File: config.mk
export PLATFORM = sky130hd
export DESIGN_NAME = keypad_scanner
export DESIGN_NICKNAME = d
export VERILOG_FILES = /design/src/rtl/keypad_pkg.sv /design/src/rtl/keypad_scanner_sync.sv /design/src/rtl/keypad_scanner.sv
export SDC_FILE = /design/constraint.sdc
export NUM_CORES = 1
export LEC_CHECK = 0
export ABC_AREA = 1
export BUFFER_PORTS_ARGS = -buffer_cell sky130_fd_sc_hd__buf_2
export CAP_MARGIN = 20
export CORE_ASPECT_RATIO = 1.5
export CORE_UTILIZATION = 50
export CTS_BUF_LIST = sky130_fd_sc_hd__clkbuf_8
export CTS_CLUSTER_SIZE = 25
export DETAILED_ROUTE_END_ITERATION = 8
export HOLD_SLACK_MARGIN = 0.03
export PLACE_DENSITY = 0.72
export SLEW_MARGIN = 20
export SYNTH_ARGS = -nofsm -noshare
export SYNTH_HDL_FRONTEND = slang
export SYNTH_SLANG_ARGS = --single-unit
File: constraint.sdc
create_clock -name clk -period 3.5 [get_ports clk]
set_input_delay 0 -clock clk [delete_from_list [all_inputs] [get_ports clk]]
set_output_delay 0 -clock clk [all_outputs]
set_load 0.03 [all_outputs]
File: src/rtl/keypad_pkg.sv
// Shared types and helpers for the 4x4 matrix keypad scanner.
package keypad_pkg;

    typedef enum logic [1:0] {
        IDLE       = 2'd0,
        PRESS_DB   = 2'd1,
        PRESSED    = 2'd2,
        RELEASE_DB = 2'd3
    } kp_state_t;

    typedef logic [3:0] key_code_t;

    localparam int NUM_ROWS = 4;
    localparam int NUM_COLS = 4;

    // Number of low rows in one column sample, saturated at 2 ("more than one").
    function automatic logic [1:0] low_count(input logic [NUM_ROWS-1:0] low);
        logic [2:0] n;
        n = 3'd0;
        for (int r = 0; r < NUM_ROWS; r++) begin
            n = n + {2'b00, low[r]};
        end
        return (n >= 3'd2) ? 2'd2 : n[1:0];
    endfunction

    function automatic logic [1:0] first_low(input logic [NUM_ROWS-1:0] low);
        logic [1:0] idx;
        idx = 2'd0;
        for (int r = NUM_ROWS - 1; r >= 0; r--) begin
            if (low[r]) idx = 2'(r);
        end
        return idx;
    endfunction

endpackage

File: src/rtl/keypad_scanner_sync.sv
// Plain two-flop synchronizer with a configurable reset value.
module sync_2ff #(
    parameter int               WIDTH     = 1,
    parameter logic [WIDTH-1:0] RESET_VAL = '0
) (
    input  logic             clk,
    input  logic             rst_n,
    input  logic [WIDTH-1:0] d_i,
    output logic [WIDTH-1:0] q_o
);

    logic [WIDTH-1:0] meta_q;
    logic [WIDTH-1:0] sync_q;

    always_ff @(posedge clk or negedge rst_n) begin
        if (!rst_n) begin
            meta_q <= RESET_VAL;
            sync_q <= RESET_VAL;
        end else begin
            meta_q <= d_i;
            sync_q <= meta_q;
        end
    end

    assign q_o = sync_q;

endmodule

File: src/rtl/keypad_scanner.sv
// 4x4 active-low keypad scanner: column strobe, per-frame key resolution and
// press/release debounce producing one key_valid pulse per accepted press.
//
// state      | meaning
// IDLE       | no key accepted, waiting for a single-key frame
// PRESS_DB   | candidate key seen, counting consecutive matching frames
// PRESSED    | key accepted, key_held high
// RELEASE_DB | empty frames seen, counting toward release
module keypad_scanner
    import keypad_pkg::*;
#(
    parameter int SCAN_DIV       = 50000,
    parameter int DEBOUNCE_SCANS = 4
) (
    input  logic                clk,
    input  logic                rst_n,
    input  logic [NUM_ROWS-1:0] row_in,
    output logic [NUM_COLS-1:0] col_out,
    output key_code_t           key_code,
    output logic                key_valid,
    output logic                key_held
);

    localparam int DIV_W = $clog2(SCAN_DIV);
    localparam int DB_W  = $clog2(DEBOUNCE_SCANS + 1);
    localparam logic [DIV_W-1:0] DIV_LAST  = DIV_W'(SCAN_DIV - 1);
    localparam logic [DIV_W-1:0] DIV_ONE   = DIV_W'(1);
    localparam logic [DB_W-1:0]  DB_ONE    = DB_W'(1);
    localparam logic [DB_W-1:0]  DB_TARGET = DB_W'(DEBOUNCE_SCANS);

    logic [NUM_ROWS-1:0] row_sync;
    logic [NUM_ROWS-1:0] row_low;

    logic [DIV_W-1:0] div_q;
    logic [1:0]       col_idx_q;
    logic             wrap;
    logic             frame_end;

    logic [1:0] acc_cnt_q;
    key_code_t  acc_code_q;
    logic [1:0] samp_cnt;
    key_code_t  samp_code;
    logic [2:0] acc_sum;
    logic [1:0] tot_cnt;
    key_code_t  frame_code;
    logic       frame_single;

    kp_state_t  state_q, state_d;
    logic [DB_W-1:0] db_cnt_q, db_cnt_d;
    logic [DB_W-1:0] db_inc;
    key_code_t  cand_q, cand_d;
    key_code_t  key_code_q, key_code_d;
    logic       key_valid_q, key_valid_d;
    logic       key_held_q, key_held_d;

    // Idle rows read high, so the synchronizer resets to all ones.
    sync_2ff #(
        .WIDTH     (NUM_ROWS),
        .RESET_VAL ({NUM_ROWS{1'b1}})
    ) u_row_sync (
        .clk   (clk),
        .rst_n (rst_n),
        .d_i   (row_in),
        .q_o   (row_sync)
    );

    assign row_low   = ~row_sync;
    assign wrap      = (div_q == DIV_LAST);
    assign frame_end = wrap && (col_idx_q == 2'd3);
    assign col_out   = ~(4'b0001 << col_idx_q);

    always_ff @(posedge clk or negedge rst_n) begin
        if (!rst_n) begin
            div_q     <= '0;
            col_idx_q <= 2'd0;
        end else if (wrap) begin
            div_q     <= '0;
            col_idx_q <= col_idx_q + 2'd1;
        end else begin
            div_q     <= div_q + DIV_ONE;
        end
    end

    // Frame result folds in the current (last) column sample combinationally.
    assign samp_cnt     = low_count(row_low);
    assign samp_code    = {first_low(row_low), col_idx_q};
    assign acc_sum      = {1'b0, acc_cnt_q} + {1'b0, samp_cnt};
    assign tot_cnt      = (acc_sum >= 3'd2) ? 2'd2 : acc_sum[1:0];
    assign frame_code   = (samp_cnt != 2'd0) ? samp_code : acc_code_q;
    assign frame_single = (tot_cnt == 2'd1);

    always_ff @(posedge clk or negedge rst_n) begin
        if (!rst_n) begin
            acc_cnt_q  <= 2'd0;
            acc_code_q <= '0;
        end else if (wrap) begin
            if (col_idx_q == 2'd3) begin
                acc_cnt_q  <= 2'd0;
                acc_code_q <= '0;
            end else begin
                acc_cnt_q  <= tot_cnt;
                acc_code_q <= frame_code;
            end
        end
    end

    assign db_inc = db_cnt_q + DB_ONE;

    always_comb begin
        state_d     = state_q;
        db_cnt_d    = db_cnt_q;
        cand_d      = cand_q;
        key_code_d  = key_code_q;
        key_held_d  = key_held_q;
        key_valid_d = 1'b0;
        if (frame_end) begin
            case (state_q)
                IDLE: begin
                    if (frame_single) begin
                        if (DEBOUNCE_SCANS == 1) begin
                            key_code_d  = frame_code;
                            key_valid_d = 1'b1;
                            key_held_d  = 1'b1;
                            state_d     = PRESSED;
                        end else begin
                            cand_d   = frame_code;
                            db_cnt_d = DB_ONE;
                            state_d  = PRESS_DB;
                        end
                    end
                end
                PRESS_DB: begin
                    if (!frame_single) begin
                        state_d = IDLE;
                    end else if (frame_code != cand_q) begin
                        cand_d   = frame_code;
                        db_cnt_d = DB_ONE;
                    end else if (db_inc == DB_TARGET) begin
                        key_code_d  = cand_q;
                        key_valid_d = 1'b1;
                        key_held_d  = 1'b1;
                        state_d     = PRESSED;
                    end else begin
                        db_cnt_d = db_inc;
                    end
                end
                PRESSED: begin
                    if (!frame_single) begin
                        if (DEBOUNCE_SCANS == 1) begin
                            key_held_d = 1'b0;
                            state_d    = IDLE;
                        end else begin
                            db_cnt_d = DB_ONE;
                            state_d  = RELEASE_DB;
                        end
                    end
                end
                RELEASE_DB: begin
                    if (frame_single) begin
                        state_d = PRESSED;
                    end else if (db_inc == DB_TARGET) begin
                        key_held_d = 1'b0;
                        state_d    = IDLE;
                    end else begin
                        db_cnt_d = db_inc;
                    end
                end
                default: state_d = IDLE;
            endcase
        end
    end

    always_ff @(posedge clk or negedge rst_n) begin
        if (!rst_n) begin
            state_q     <= IDLE;
            db_cnt_q    <= '0;
            cand_q      <= '0;
            key_code_q  <= '0;
            key_valid_q <= 1'b0;
            key_held_q  <= 1'b0;
        end else begin
            state_q     <= state_d;
            db_cnt_q    <= db_cnt_d;
            cand_q      <= cand_d;
            key_code_q  <= key_code_d;
            key_valid_q <= key_valid_d;
            key_held_q  <= key_held_d;
        end
    end

    assign key_code  = key_code_q;
    assign key_valid = key_valid_q;
    assign key_held  = key_held_q;

endmodule
==> out/summary.txt <==
GRT Residual Overflow: 0
Synthesized net count: 358
Cells after Synth: 340
DP Wirelength: 3.84 mm
CP startpoint: u_row_sync.q_o[1]
Min Hold Slack: 222 ps
Full die area: 0.00565 mm²
Max Transition Viols Final: 0
Initial DRC count: 92
Synth unique cells: 31
Clock-pin slew on the worst setup and hold paths: 100 ps
Initial Util: 51.8%
Most frequent cells in the layout: 88 x nand2_1, 60 x inv_1, 39 x dfrtp_1
Register area share after synthesis: 44.3%
Final Util: 58.4%
First-pass GRT wire length: 8.89 mm
WP data required: 3740 ps
Avg WL per Cell: 12.0 µm
WP data arrival: 3510 ps
Post-route setup TNS: 0 ps
Drt first pass iters: 4
Largest net degree at the start of global routing: 48
CTS tree: done
Share of layout cells above drive strength 1: 16.8%
Crit path max fanout: 5
Setup CP Type: reg -> reg
Max-Cap Viols: 0
Final worst path period share: 93.3%
Most common cell after layout, fill and taps aside: nand2_1
TritonCTS Buffers: 5
Final #Nets: 386
Setup Skew: 15.5 ps
Placer congestion estimate: 0.911
Tot Pwr: 0.00100 W
Final non-filler cell area: 0.00301 mm²
Via count: 2231
FF-to-FF Start: u_row_sync.q_o[1]
Yosys reg bits: 47
Synth Flop Type: dfrtp_1
HP Class: in -> async
Fill cells: 458
Crit. End Element: flop
# rows: 32
Fin. Hold Viols: 0
Area after DPL: 0.00284 mm²
CP endpoint: db_cnt_q[1]
Level count of the clock H-tree: 2
Min Tclk post-route: 3260 ps
Area delta synth->final: 12.7%
Worst-skew pair later-pin latency: 310 ps
CP Launch Type: flop
DIE HEIGHT: 91.6 µm
Register-to-Register Setup Slack: 240 ps
Remaining antenna violation count: 0
IO Port Bufs: 15
Antenna violations before repair: 0
Leakage Power: 1.52 nW
Chip width: 61.7 µm
Synth Warn #: 0
Clock net sink count: 47
GRT Util Overall: 21.2%
Async SR Flop Fraction: 100%
Clock root buffer: clkbuf_8
Vias in the first global route: 2128
DRC Markers: 0
RSZ-0062 raised after global routing: false
Post-synth EDFFs: 0
FMAX: 306 MHz
Vias per inst: 5.11
Status: completed
Total I/O pin count: 16
N_diodes: 0
VDD IR max: 0.225 mV
Reg2Reg Depth: 16
CTS max path bufs: 2
Slew margin rel.: 62.0%
Synth Cell Area: 0.00268 mm²
Pwr dens: 333 mW/mm²
Slew @ Worst Pin: 570 ps
Detailed Route WL: 5.26 mm
Mean Syn Cell Area: 7.87 µm²
R2r endpoint: db_cnt_q[1]
Setup Viol. Count Final: 0
Core area: 0.00516 mm²
how the worst min path moves through the flow:
stage / startpoint / to / slack [ps] / cells past startpoint
4_1_cts: row_in[2] / u_row_sync.meta_q[2] / 320 / 2
2_1_floorplan: rst_n / async pin / -300 / 0
5_1_grt: rst_n / acc_code_q[2] / 300 / 2
6_report: rst_n / acc_code_q[2] / 220 / 2
3_3_place_gp: row_in[2] / u_row_sync.meta_q[2] / 100 / 1
3_5_place_dp: row_in[3] / u_row_sync.meta_q[3] / 110 / 1
worst max-delay path: stages, from the launching register on:
cell and delay, ps:
dfstp_2 570, fa_1 430, inv_1 60, ha_1 160
inv_1 50, ha_1 320, nand3_2 120, nand4_1 150
fa_1 520, nand2_1 70, inv_2 110, nand3_2 130
nand2_2 120, nand2_1 110, nor3_1 140, nand2_1 70
nand2_1 50
power by group:
part           internal, W   total, W  leakage [nW]  switching (W)
clock             0.000161   0.000354        0.0474       0.000192
combinational    0.0000293  0.0000952         0.861      0.0000659
sequential        0.000551   0.000555         0.615     0.00000352
total             0.000742    0.00100          1.52       0.000262
timing repair:
| item | 4_1_cts | 5_1_grt |
|---|---|---|
| buffers inserted | 0 | 1 |
| resized for setup | 0 | 5 |
| endpoints found under the setup margin | 0 | 10 |
| hold buffers | 5 | 0 |
| endpoints found under the hold margin | 43 | 0 |
flip-flops by register name, summed over array words and instances, names as in the netlist, named ones only:
signal,cells
u_row_sync.q_o,4
key_held,1
acc_cnt_q,2
col_idx_q,2
state_q,1
db_cnt_q,3
div_q,16
key_code,4
key_valid,1
u_row_sync.meta_q,4
cand_q,4
acc_code_q,4
through the flow:
| step | setup slack (ps) | std cells |
|---|---|---|
| after floorplan | 427 | 340 |
| after global placement | 259 | 423 |
| after detailed placement | 181 | 423 |
| after CTS | 160 | 436 |
| after global routing | 11.2 | 437 |
| final | 235 | 437 |
cell type report:
| class | count | area [µm²] | share of cell area (%) |
|---|---|---|---|
| timing repair buffer | 21 | 135 | 4.48 |
| inverter | 69 | 264 | 8.76 |
| tap | 68 | 85.1 | 2.82 |
| sequential | 47 | 1190 | 39.4 |
| multi-input combinational | 224 | 1240 | 41.3 |
| clock buffer | 6 | 82.6 | 2.74 |
| clock inverter | 2 | 16.3 | 0.540 |
routing by layer:
metal	up-vias	share of wire [%]	global-route usage, %
met3	12	2.9	3.99
met4	0	2.8	10.0
met1	1042	40	23.5
met5	-	0	0
li1	1125	-	-
met2	52	54	36.8
kinds of logic after synthesis:
group           after synthesis  synth area share [%]
simple gates                180                  32.4
buf+inv                      69                  9.87
xor+xnor                      6                  1.96
compound gates               25                  4.86
mux                           1                 0.374
fa+ha+maj                    12                  6.17
flops                        47                  44.3
Yosys cell counts, types with 5 or more instances:
cell type	instances	area share, %
nand3_1	33	6.2
dfrtp_1	39	36
xor2_1	5	1.6
ha_1	10	4.7
o21ai_0	8	1.5
nand4_1	10	2.3
dfstp_2	8	7.9
nor2_1	21	2.9
nand2_1	88	12
a21oi_1	11	2.1
inv_2	5	0.70
inv_1	61	8.6
nand2_2	6	1.4
No activity file was read; power rests on OpenSTA's default activity.
